`config.mk`:
```
export PLATFORM = sky130hd
export DESIGN_NAME = adpcm_nibble_uart_tx_flat
export DESIGN_NICKNAME = d
export VERILOG_FILES = /design/src/rtl/adpcm_pkg.sv /design/src/rtl/adpcm_nibble_uart_tx_if.sv /design/src/rtl/adpcm_nibble_uart_tx_sync_fifo.sv /design/src/rtl/adpcm_nibble_uart_tx.sv /design/src/flat_wrapper.sv
export SDC_FILE = /design/constraint.sdc
export NUM_CORES = 1
export LEC_CHECK = 0
export CELL_PAD_IN_SITES_DETAIL_PLACEMENT = 1
export CELL_PAD_IN_SITES_GLOBAL_PLACEMENT = 2
export CORE_ASPECT_RATIO = 1.25
export CORE_MARGIN = 2
export CORE_UTILIZATION = 45
export CTS_CLUSTER_SIZE = 30
export DETAILED_ROUTE_END_ITERATION = 12
export PLACE_DENSITY = 0.87
export SLEW_MARGIN = 30
export SYNTH_ARGS = -nofsm -noshare
export SYNTH_HDL_FRONTEND = slang
export SYNTH_HIERARCHICAL = 1
export SYNTH_SLANG_ARGS = --single-unit
```
`constraint.sdc`:
```
create_clock -name clk -period 5.7 [get_ports clk]
set_input_delay 0.855 -clock clk [delete_from_list [all_inputs] [get_ports clk]]
set_output_delay 0.855 -clock clk [all_outputs]
set_load 0.1 [all_outputs]
```
`src/rtl/adpcm_pkg.sv`:
```
// adpcm_pkg: shared types and widths for the ADPCM nibble packer / UART transmitter
package adpcm_pkg;
    typedef enum logic [1:0] {IDLE, START, DATA, STOP} uart_state_t;
    localparam int NIBBLE_W = 4;
    localparam int BYTE_W = 8;
endpackage

```
`src/rtl/adpcm_nibble_uart_tx_if.sv`:
```
// adpcm_nibble_uart_tx_if: code input and UART status bundle between compressor side and transmitter
interface adpcm_nibble_uart_tx_if
    import adpcm_pkg::*;
#(
    parameter int FIFO_DEPTH = 4
) ();
    logic                        enable;
    logic                        enc_valid;
    logic [NIBBLE_W-1:0]         enc_pcm;
    logic                        tx;
    logic                        busy;
    logic                        overflow;
    logic [$clog2(FIFO_DEPTH):0] fifo_level;
    modport master (output enable, enc_valid, enc_pcm, input tx, busy, overflow, fifo_level);
    modport slave (input enable, enc_valid, enc_pcm, output tx, busy, overflow, fifo_level);
endinterface

```
`src/rtl/adpcm_nibble_uart_tx_sync_fifo.sv`:
```
// sync_fifo: single-clock byte FIFO with registered read data; a push while full only lands if a pop frees a slot
module sync_fifo #(
    parameter int WIDTH = 8,
    parameter int DEPTH = 4
) (
    input  logic                   clk,
    input  logic                   rst,
    input  logic                   push,
    input  logic                   pop,
    input  logic [WIDTH-1:0]       din,
    output logic [WIDTH-1:0]       dout,
    output logic                   full,
    output logic                   empty,
    output logic [$clog2(DEPTH):0] level
);
    localparam int AW = $clog2(DEPTH);
    localparam int LW = AW + 1;
    logic [WIDTH-1:0] mem_q [DEPTH];
    logic [AW-1:0]    wr_q, wr_d, rd_q, rd_d;
    logic [LW-1:0]    level_q, level_d;
    logic [WIDTH-1:0] dout_q, dout_d;
    logic             do_push, do_pop;
    assign full  = level_q == LW'(DEPTH);
    assign empty = level_q == '0;
    assign dout  = dout_q;
    assign level = level_q;
    // Qualify requests, advance pointers and occupancy, fetch the head on pop
    always_comb begin
        do_pop  = pop & ~empty;
        do_push = push & (~full | do_pop);
        wr_d    = do_push ? wr_q + AW'(1) : wr_q;
        rd_d    = do_pop ? rd_q + AW'(1) : rd_q;
        dout_d  = do_pop ? mem_q[rd_q] : dout_q;
        level_d = level_q + LW'(do_push) - LW'(do_pop);
    end
    // Storage array, no reset needed since occupancy gates every read
    always_ff @(posedge clk) begin
        if (do_push) mem_q[wr_q] <= din;
    end
    // Pointer, occupancy and read-data registers
    always_ff @(posedge clk) begin
        if (rst) begin
            wr_q    <= '0;
            rd_q    <= '0;
            level_q <= '0;
            dout_q  <= '0;
        end else begin
            wr_q    <= wr_d;
            rd_q    <= rd_d;
            level_q <= level_d;
            dout_q  <= dout_d;
        end
    end
endmodule

```
`src/rtl/adpcm_nibble_uart_tx.sv`:
```
// adpcm_nibble_uart_tx: packs ADPCM nibble pairs into bytes, queues them and sends 8N1 UART frames
module adpcm_nibble_uart_tx
    import adpcm_pkg::*;
#(
    parameter int CLK_DIV    = 16,
    parameter int FIFO_DEPTH = 4
) (
    input logic                    clk,
    input logic                    rst,
    adpcm_nibble_uart_tx_if.slave  bus
);
    localparam int BW = $clog2(CLK_DIV);
    logic                        valid_q, valid_d, half_q, half_d, push_q, push_d;
    logic [NIBBLE_W-1:0]         lo_q, lo_d;
    logic [BYTE_W-1:0]           byte_q, byte_d, shreg_q, shreg_d, fifo_dout;
    uart_state_t                 state_q, state_d;
    logic [BW-1:0]               baud_q, baud_d;
    logic [2:0]                  bit_q, bit_d;
    logic                        tx_q, tx_d, overflow_q, overflow_d;
    logic                        accept, pop, baud_end, full, empty;
    logic [$clog2(FIFO_DEPTH):0] level;
    sync_fifo #(.WIDTH(BYTE_W), .DEPTH(FIFO_DEPTH)) u_fifo (
        .clk(clk), .rst(rst), .push(push_q), .pop(pop), .din(byte_q),
        .dout(fifo_dout), .full(full), .empty(empty), .level(level)
    );
    assign bus.tx         = tx_q;
    assign bus.busy       = (state_q != IDLE) | ~empty;
    assign bus.overflow   = overflow_q;
    assign bus.fifo_level = level;
    // Rising-edge capture and nibble pairing; a completed byte is pushed one cycle later
    always_comb begin
        accept     = bus.enc_valid & ~valid_q & bus.enable;
        valid_d    = bus.enc_valid;
        half_d     = bus.enable & (half_q ^ accept);
        lo_d       = ~bus.enable ? '0 : (accept & ~half_q) ? bus.enc_pcm : lo_q;
        push_d     = accept & half_q;
        byte_d     = {bus.enc_pcm, lo_q};
        overflow_d = overflow_q | (push_q & full & ~pop);
    end
    // UART sequencing: start bit, eight data bits LSB first, stop bit, chaining straight into the next frame
    always_comb begin
        baud_end = baud_q == BW'(CLK_DIV - 1);
        state_d  = state_q;
        pop      = 1'b0;
        bit_d    = bit_q;
        shreg_d  = (state_q == START) ? fifo_dout : shreg_q;
        case (state_q)
            IDLE: if (!empty) begin
                pop     = 1'b1;
                state_d = START;
            end
            START: if (baud_end) begin
                state_d = DATA;
                bit_d   = '0;
            end
            DATA: if (baud_end) begin
                shreg_d = shreg_q >> 1;
                bit_d   = bit_q + 3'd1;
                state_d = (bit_q == 3'd7) ? STOP : DATA;
            end
            STOP: if (baud_end) begin
                pop     = ~empty;
                state_d = empty ? IDLE : START;
            end
            default: state_d = IDLE;
        endcase
        baud_d = (state_d != state_q || baud_end) ? '0 : baud_q + BW'(1);
        tx_d   = (state_q == START) ? 1'b0 : (state_q == DATA) ? shreg_q[0] : 1'b1;
    end
    // State registers; valid_q starts high so a level already present at reset exit is ignored
    always_ff @(posedge clk) begin
        if (rst) begin
            valid_q    <= 1'b1;
            half_q     <= 1'b0;
            lo_q       <= '0;
            push_q     <= 1'b0;
            byte_q     <= '0;
            state_q    <= IDLE;
            baud_q     <= '0;
            bit_q      <= '0;
            shreg_q    <= '0;
            tx_q       <= 1'b1;
            overflow_q <= 1'b0;
        end else begin
            valid_q    <= valid_d;
            half_q     <= half_d;
            lo_q       <= lo_d;
            push_q     <= push_d;
            byte_q     <= byte_d;
            state_q    <= state_d;
            baud_q     <= baud_d;
            bit_q      <= bit_d;
            shreg_q    <= shreg_d;
            tx_q       <= tx_d;
            overflow_q <= overflow_d;
        end
    end
endmodule

```
`src/flat_wrapper.sv`:
```
// flat-port wrapper written by rule: the top's interface ports become plain ports
module adpcm_nibble_uart_tx_flat import adpcm_pkg::*;
#(
    parameter int CLK_DIV    = 16,
    parameter int FIFO_DEPTH = 4
)
  (clk, rst, bus_enable, bus_enc_valid, bus_enc_pcm, bus_tx, bus_busy, bus_overflow, bus_fifo_level);
  adpcm_nibble_uart_tx_if #(.FIFO_DEPTH(FIFO_DEPTH)) bus_i ();
  input logic clk;
  input logic rst;
  input wire logic [$bits(bus_i.enable)-1:0] bus_enable;
  input wire logic [$bits(bus_i.enc_valid)-1:0] bus_enc_valid;
  input wire logic [$bits(bus_i.enc_pcm)-1:0] bus_enc_pcm;
  output wire logic [$bits(bus_i.tx)-1:0] bus_tx;
  output wire logic [$bits(bus_i.busy)-1:0] bus_busy;
  output wire logic [$bits(bus_i.overflow)-1:0] bus_overflow;
  output wire logic [$bits(bus_i.fifo_level)-1:0] bus_fifo_level;
  assign bus_i.enable = bus_enable;
  assign bus_i.enc_valid = bus_enc_valid;
  assign bus_i.enc_pcm = bus_enc_pcm;
  assign bus_tx = bus_i.tx;
  assign bus_busy = bus_i.busy;
  assign bus_overflow = bus_i.overflow;
  assign bus_fifo_level = bus_i.fifo_level;
  adpcm_nibble_uart_tx #(.CLK_DIV(CLK_DIV), .FIFO_DEPTH(FIFO_DEPTH)) u_core (.clk(clk), .rst(rst), .bus(bus_i));
endmodule
```
# [Word-level counts from Yosys, hierarchy flattened]
# Memories as Yosys holds them, arrays and structs flattened. A register that Yosys moved wholly into a read port is not among the register bits.
# Cells that the tools add are included.
[word_totals] regBits=41 ramBits=32 inputBits=8 output_inout_bits=6 wordCells=77 mem_count=1
[memory_table] memory="u_core.u_fifo.mem_q" depth=4 word_bits=8 rd=1 rd_clocked_by_memory_dff=1 write_ports=1 line="adpcm_nibble_uart_tx_sync_fifo.sv:18" source="logic [WIDTH-1:0] mem_q [DEPTH];"
[classes] addsub=6 eq_ne=9 mux=20 bitwise=19 n_reduce_logical=8
[ops] cell="8-bit 2-to-1 mux" n=3
[ops] cell="1-bit AND" n=9
[ops] cell="1-bit 2-to-1 mux" n=8
[ops] cell="2-bit 2-to-1 mux" n=4
[ops] cell="2-bit one-hot mux with 4 select lines" n=1
[ops] cell="3-bit equality test, second input constant" n=2
[ops] cell="3-bit 2-to-1 mux" n=2
[ops] cell="1-bit inverter" n=6
[ops] cell="3-bit one-hot mux with 2 select lines" n=1
[ops] cell="2-bit by 1-bit adder with 2-bit output, second input constant" n=2
[ops] cell="4-bit by 1-bit adder with 4-bit output, second input constant" n=1
[ops] cell="2-bit equality test, second input constant" n=2
[ops] cell="4-bit equality test, second input constant" n=1
[ops] cell="2-bit by 1-bit != test with 1-bit output, second input constant" n=2
[ops] cell="2-bit nonzero test" n=2
[ops] cell="2-bit OR reduction" n=2
[ops] cell="3-bit by 1-bit adder with 3-bit output" n=1
[ops] cell="3-bit by 1-bit adder with 3-bit output, second input constant" n=1
[ops] cell="3-bit zero test" n=1
[ops] cell="1-bit OR" n=3
[ops] cell="3-bit AND reduction" n=1
[ops] cell="3-bit by 1-bit subtractor with 3-bit output" n=1
[ops] cell="2-bit by 1-bit equality test with 1-bit output, second input constant" n=1
[ops] cell="2-bit zero test" n=1
[ops] cell="4 further kinds" n=4

# [Logic depth before layout (Yosys ltp)]
[depth] depth_word=9 ltp_mapped=14

# [Modules after synthesis]
# Netlist, hierarchy kept.
[modules_own_cells] module="sync_fifo" n_inst=1 cells_each=122 area_each_um2=1896.8 seq_area_each_um2=1261.2
[modules_own_cells] module="adpcm_nibble_uart_tx" n_inst=1 cells_each=150 area_each_um2=1476.4 seq_area_each_um2=680.7

# [Worst setup path after synthesis]
# OpenSTA, ideal clock, no wires.
[synth_path] kind="register to register" start="register u_core.u_fifo.level_q[1] (netlist: u_core/u_fifo/level[1])" end="register u_core.u_fifo.level_q[2] (netlist: u_core/u_fifo/level[2])" setup_time_ns=0.128 t_arrival_ns=3.059 slack_ns=2.513 path_stages_with_launch=11 n_path_buf=1 period_less_slack_ns=3.187 path_cell_list="dfxtp_1 -> nor3_1 -> nor3_1 -> o31ai_1 -> buf_4 -> a21bo_1 -> ha_1 -> fa_1 -> xnor2_1 -> xnor2_1 -> nor2_1"
[synth_between] elab_chain_len=9 elab_cells_between_ends=12 cone_classes="add/sub (2); eq/ne (1); mux (3); bitwise (5); reduce/logical (1)"
[synth_rtl] element="start, declared" line="adpcm_nibble_uart_tx_sync_fifo.sv:20" source="logic [LW-1:0] level_q, level_d;"
[synth_rtl] element="start signal, assigned" line="adpcm_nibble_uart_tx_sync_fifo.sv:50" source="level_q <= level_d;"
[synth_rtl] element="3-bit zero test (*)" line="adpcm_nibble_uart_tx_sync_fifo.sv:24" source="assign empty = level_q == '0;"
[synth_rtl] element="named net u_core.empty" line="adpcm_nibble_uart_tx.sv:20" source="logic accept, pop, baud_end, full, empty;"
[synth_rtl] element="1-bit inverter" line="adpcm_nibble_uart_tx.sv:62" source="pop = ~empty;"
[synth_rtl] element="1-bit 2-to-1 mux" line="adpcm_nibble_uart_tx.sv:61" source="STOP: if (baud_end) begin"
[synth_rtl] element="1-bit one-hot mux with 2 select lines (*)" line="adpcm_nibble_uart_tx.sv:47" source="case (state_q)"
[synth_rtl] element="named net u_core.pop" line="adpcm_nibble_uart_tx.sv:20"
[synth_rtl] element="1-bit AND (*)" line="adpcm_nibble_uart_tx_sync_fifo.sv:29" source="do_pop = pop & ~empty;"
[synth_rtl] element="1-bit OR" line="adpcm_nibble_uart_tx_sync_fifo.sv:30" source="do_push = push & (~full | do_pop);"
[synth_rtl] element="1-bit AND" line="adpcm_nibble_uart_tx_sync_fifo.sv:30"
[synth_rtl] element="3-bit by 1-bit adder with 3-bit output" line="adpcm_nibble_uart_tx_sync_fifo.sv:34" source="level_d = level_q + LW'(do_push) - LW'(do_pop);"
[synth_rtl] element="3-bit by 1-bit subtractor with 3-bit output (*)" line="adpcm_nibble_uart_tx_sync_fifo.sv:34"
# Mark *: on every way through the listed nets, which the timed path passes. The rest lies on a longest branch.
# A chain may end at the register's enable or synchronous reset.

# [Worst setup path in the final report]
[layout_path] start="register u_core.u_fifo.level_q[1] (netlist: u_core/u_fifo/level[1])" end="output bus_busy"
[layout_between] elab_chain_len=3
[layout_rtl] element="3-bit zero test" line="adpcm_nibble_uart_tx_sync_fifo.sv:24"
[layout_rtl] element="named net u_core.empty" line="adpcm_nibble_uart_tx.sv:20"
[layout_rtl] element="1-bit inverter" line="adpcm_nibble_uart_tx.sv:27" source="assign bus.busy = (state_q != IDLE) | ~empty;"
[layout_rtl] element="1-bit OR" line="adpcm_nibble_uart_tx.sv:27"
[layout_rtl] element="end, declared" line="flat_wrapper.sv:15" source="output wire logic [$bits(bus_i.busy)-1:0] bus_busy;"
# The timed path passes the listed nets, and every way through them passes these cells.

==> results.json <==
{
  "switchingPower_uw": 275.7,
  "synth_cells": 272,
  "p_leak_nw": 1.296,
  "cp.required_ns": 4.85,
  "post_dp_cell_area_um2": 3560,
  "hold_buffers": 0,
  "nets": 310,
  "synth_top_area_share_pct": 29.08,
  "grt_pass1_wl_um": 10110,
  "detail_route.wl_per_cell_um": 15.52,
  "reg2reg_slack_ns": 2.79,
  "std_cell_rows": 35,
  "initial_core_util_pct": 46.12,
  "whs_ns": 0.4708,
  "swShare_pct": 23.70,
  "dp_hpwl_um": 4284,
  "p_int_uw": 887.6,
  "wl_met3_um": 133,
  "vias_per_cell": 5.245,
  "ys_async_sr_fraction_pct": 0,
  "cp_cell_sequence": "nor3_1 > nand2_1 > clkdlybuf4s50_1",
  "ys_ff_latch": 81,
  "drt-total-wl_um": 5946,
  "ys_types": 52,
  "syn_to_final_growth_pct": 12.43,
  "min_period_ns": 3.246,
  "hp-class": "flip-flop to flip-flop",
  "io_pins": 14,
  "worstMarginPinSlew_ns": 0.9656,
  "slew-limit-headroom_pct": 35.42,
  "wl_met2_um": 3277,
  "dr.first_iter.drc_count": 61,
  "startpoint": "u_core/u_fifo/level[1]$_SDFF_PP0_",
  "antenna_found_initial": 0,
  "timing.rr.end": "u_core/u_fifo/level[1]$_SDFF_PP0_",
  "clkSinkCount": 81,
  "drive_above_1_share_pct": 13.06,
  "grt_pass1_vias": 2100,
  "total_power_mw": 1.163,
  "slowest_delay_ns": 0.99,
  "power_density_nw_per_um2": 306.7,
  "slew_viol_final": 0,
  "r2r_cells": 10,
  "cts_tree": "built",
  "maxCapViolCount": 0,
  "overflow": 0,
  "synth_fp_nets": 296,
  "core_um2": 7313,
  "synth.yosys.seq_area_share_pct": 57.57,
  "fin_tns_setup_ns": 0,
  "p_comb_share_pct": 6.1,
  "first_pass_iters": 4,
  "cts_resized": 0,
  "p_clk_share_pct": 41.2,
  "ys_warn_count": 6,
  "vias": 2009,
  "synth.avg_cell_area_um2": 12.40,
  "die_w_um": 81.44,
  "rsz0062_at_grt": "no",
  "dieArea_um2": 8209,
  "cp-end-kind": "output pin",
  "cp_max_fo": 7,
  "setup.worst_path.end": "bus_busy",
  "timing.fmax_ghz": 0.3081,
  "n_antenna_cell": 0,
  "top_layer_used": "met4",
  "die_h_um": 100.8,
  "place.gp.congestion": 0.7362,
  "hold_viol": 0,
  "htree_levels": 3,
  "path_clk_slew_ns": 0.09,
  "post-route-drc-count": 0,
  "clkLatencyLatePin_ns": 0.34,
  "synth.area.top_cells": "dfxtp_1 29%, edfxtp_1 28%, ha_1 5.6%",
  "synthFlopType": "dfxtp_1",
  "numCtsBuffers": 9,
  "criticalPathCategory": "flip-flop to output pin",
  "p_seq_share_pct": 52.7,
  "synth_edf_count": 32,
  "fin_crit_sh_pct": 56.94,
  "r2r-start": "u_core/baud_q[0]$_SDFF_PP0_",
  "fin_util_pct": 51.86,
  "cpMaxStageDelayCell": "clkdlybuf4s50_1",
  "grt_max_degree": 45,
  "wl_met1_um": 2470,
  "cts_setup_buffers": 0,
  "portBuffers": 13,
  "setup_violations": 0,
  "clockBufferDepth": 2,
  "status": "finished, final reports clean",
  "synthesis.area_um2": 3373,
  "grt_usage_pct": 16.46,
  "ir_worst_vdd_mv": 0.2066,
  "cts-root-buf": "clkbuf_8",
  "finClkSkew_ns": 0.01255,
  "synth.largest_area_cell": "dfxtp_1",
  "fin_area_um2": 3792,
  "detail-route-antenna-nets": 0,
  "critPathLaunchType": "flip-flop",
  "arrival_ns": 2.39
}
[cell usage after synthesis, types with 2 or more instances]
| cell type | n |
|---|---|
| nand3_1 | 2 |
| ha_1 | 15 |
| mux2i_1 | 13 |
| a21oi_1 | 13 |
| a211oi_1 | 7 |
| mux4_2 | 8 |
| xnor2_1 | 5 |
| nor2b_1 | 13 |
| nor2_1 | 24 |
| a22oi_1 | 2 |
| clkbuf_1 | 5 |
| inv_2 | 2 |
| buf_6 | 3 |
| inv_1 | 7 |
| nand2_1 | 21 |
| nor3_1 | 8 |
| dfxtp_1 | 49 |
| nand2b_1 | 5 |
| edfxtp_1 | 32 |
| and2_1 | 6 |
[power by group through the flow]
stage / clock network [mW] / registers [mW] / logic [mW]
final: 0.479 / 0.613 / 0.0708
after global routing: 0.513 / 0.615 / 0.0782
after CTS: 0.494 / 0.614 / 0.0717
after detailed placement: 0 / 0.627 / 0.0715
after global placement: 0 / 0.626 / 0.0702
after floorplan: 0 / 0.631 / 0.0457
[through the flow]
| stage | worst slack [ns] | instances |
|---|---|---|
| global placement | 2.885 | 367 |
| global route | 2.324 | 383 |
| CTS | 2.413 | 383 |
| finish | 2.454 | 383 |
| floorplan | 2.513 | 272 |
| detailed placement | 2.785 | 367 |
[metal layers]
layer	GRT usage (%)	up-vias
met4	5.476	0
met2	30.08	22
met1	18.32	990
met3	4.032	7
li1	-	990
met5	0	-
[cells by family (layout without fill, tap and decap cells)]
family	count (synthesis)	after routing	share of synthesized area [%]
buf+inv	21	40	3.190
simple gates	90	90	14.17
flops	81	81	57.57
compound gates	37	37	7.975
fa+ha+maj	16	16	6.157
mux	22	22	9.644
xor+xnor	5	5	1.298
[worst min path at each step]
stage                     slack, ns  depth (start not counted)                            endpoint                                from
after global placement         0.45                          2  u_core/u_fifo/dout[5]$_SDFFE_PP0N_  u_core/u_fifo/dout[5]$_SDFFE_PP0N_
final                          0.47                          1         u_core/byte_q[3]$_SDFF_PP0_         u_core/lo_q[3]$_SDFFE_PP0P_
after detailed placement       0.46                          1         u_core/byte_q[3]$_SDFF_PP0_         u_core/lo_q[3]$_SDFFE_PP0P_
after global routing           0.48                          1         u_core/byte_q[1]$_SDFF_PP0_         u_core/lo_q[1]$_SDFFE_PP0P_
after floorplan                0.44                          2  u_core/u_fifo/dout[0]$_SDFFE_PP0N_  u_core/u_fifo/dout[0]$_SDFFE_PP0N_
after CTS                      0.47                          1         u_core/byte_q[3]$_SDFF_PP0_         u_core/lo_q[3]$_SDFFE_PP0P_
[flip-flops by register name (all words and copies together), names as in the netlist]
signal / count
u_core/state_q: 2
u_core/bus.tx: 1
u_core/lo_q: 4
u_core/bit_q: 3
u_core/u_fifo/rd_q: 2
u_core/shreg_q: 8
u_core/half_q: 1
u_core/baud_q: 4
u_core/u_fifo/dout: 8
u_core/byte_q: 8
u_core/bus.overflow: 1
u_core/valid_q: 1
u_core/u_fifo/mem_q: 32
u_core/push_q: 1
u_core/u_fifo/wr_q: 2
u_core/u_fifo/level: 3
[critical path: cells and delay by family (launching register included)]
kind	cells	cell delay [ns]
flip-flops	1	0.40
AND/OR/NAND/NOR	2	0.65
buffers and inverters	1	0.99
[cell type report]
class                      count  area, µm²
timing repair buffer          15      145.1
inverter                       9      33.78
multi-input combinational    170       1324
clock inverter                 7      108.9
clock buffer                   9      123.9
sequential                    81       1942
fill                         752       3521
tap                           92      115.1
[placed cells by master (no fill, tap or decap), types with 2 or more instances in the layout]
cell	count
clkdlybuf4s50_1	13
inv_8	2
nand2b_1	5
inv_1	7
buf_4	2
dfxtp_1	49
a211oi_1	7
nor2b_1	13
clkbuf_8	9
mux4_2	8
nand3_1	2
bufinv_16	2
nand2_1	21
inv_6	2
and2_1	6
edfxtp_1	32
nor3_1	8
mux2i_1	13
inv_2	2
xnor2_1	5
ha_1	15
nor2_1	24
a21oi_1	13
a22oi_1	2
No activity file was read; power rests on OpenSTA's default activity.
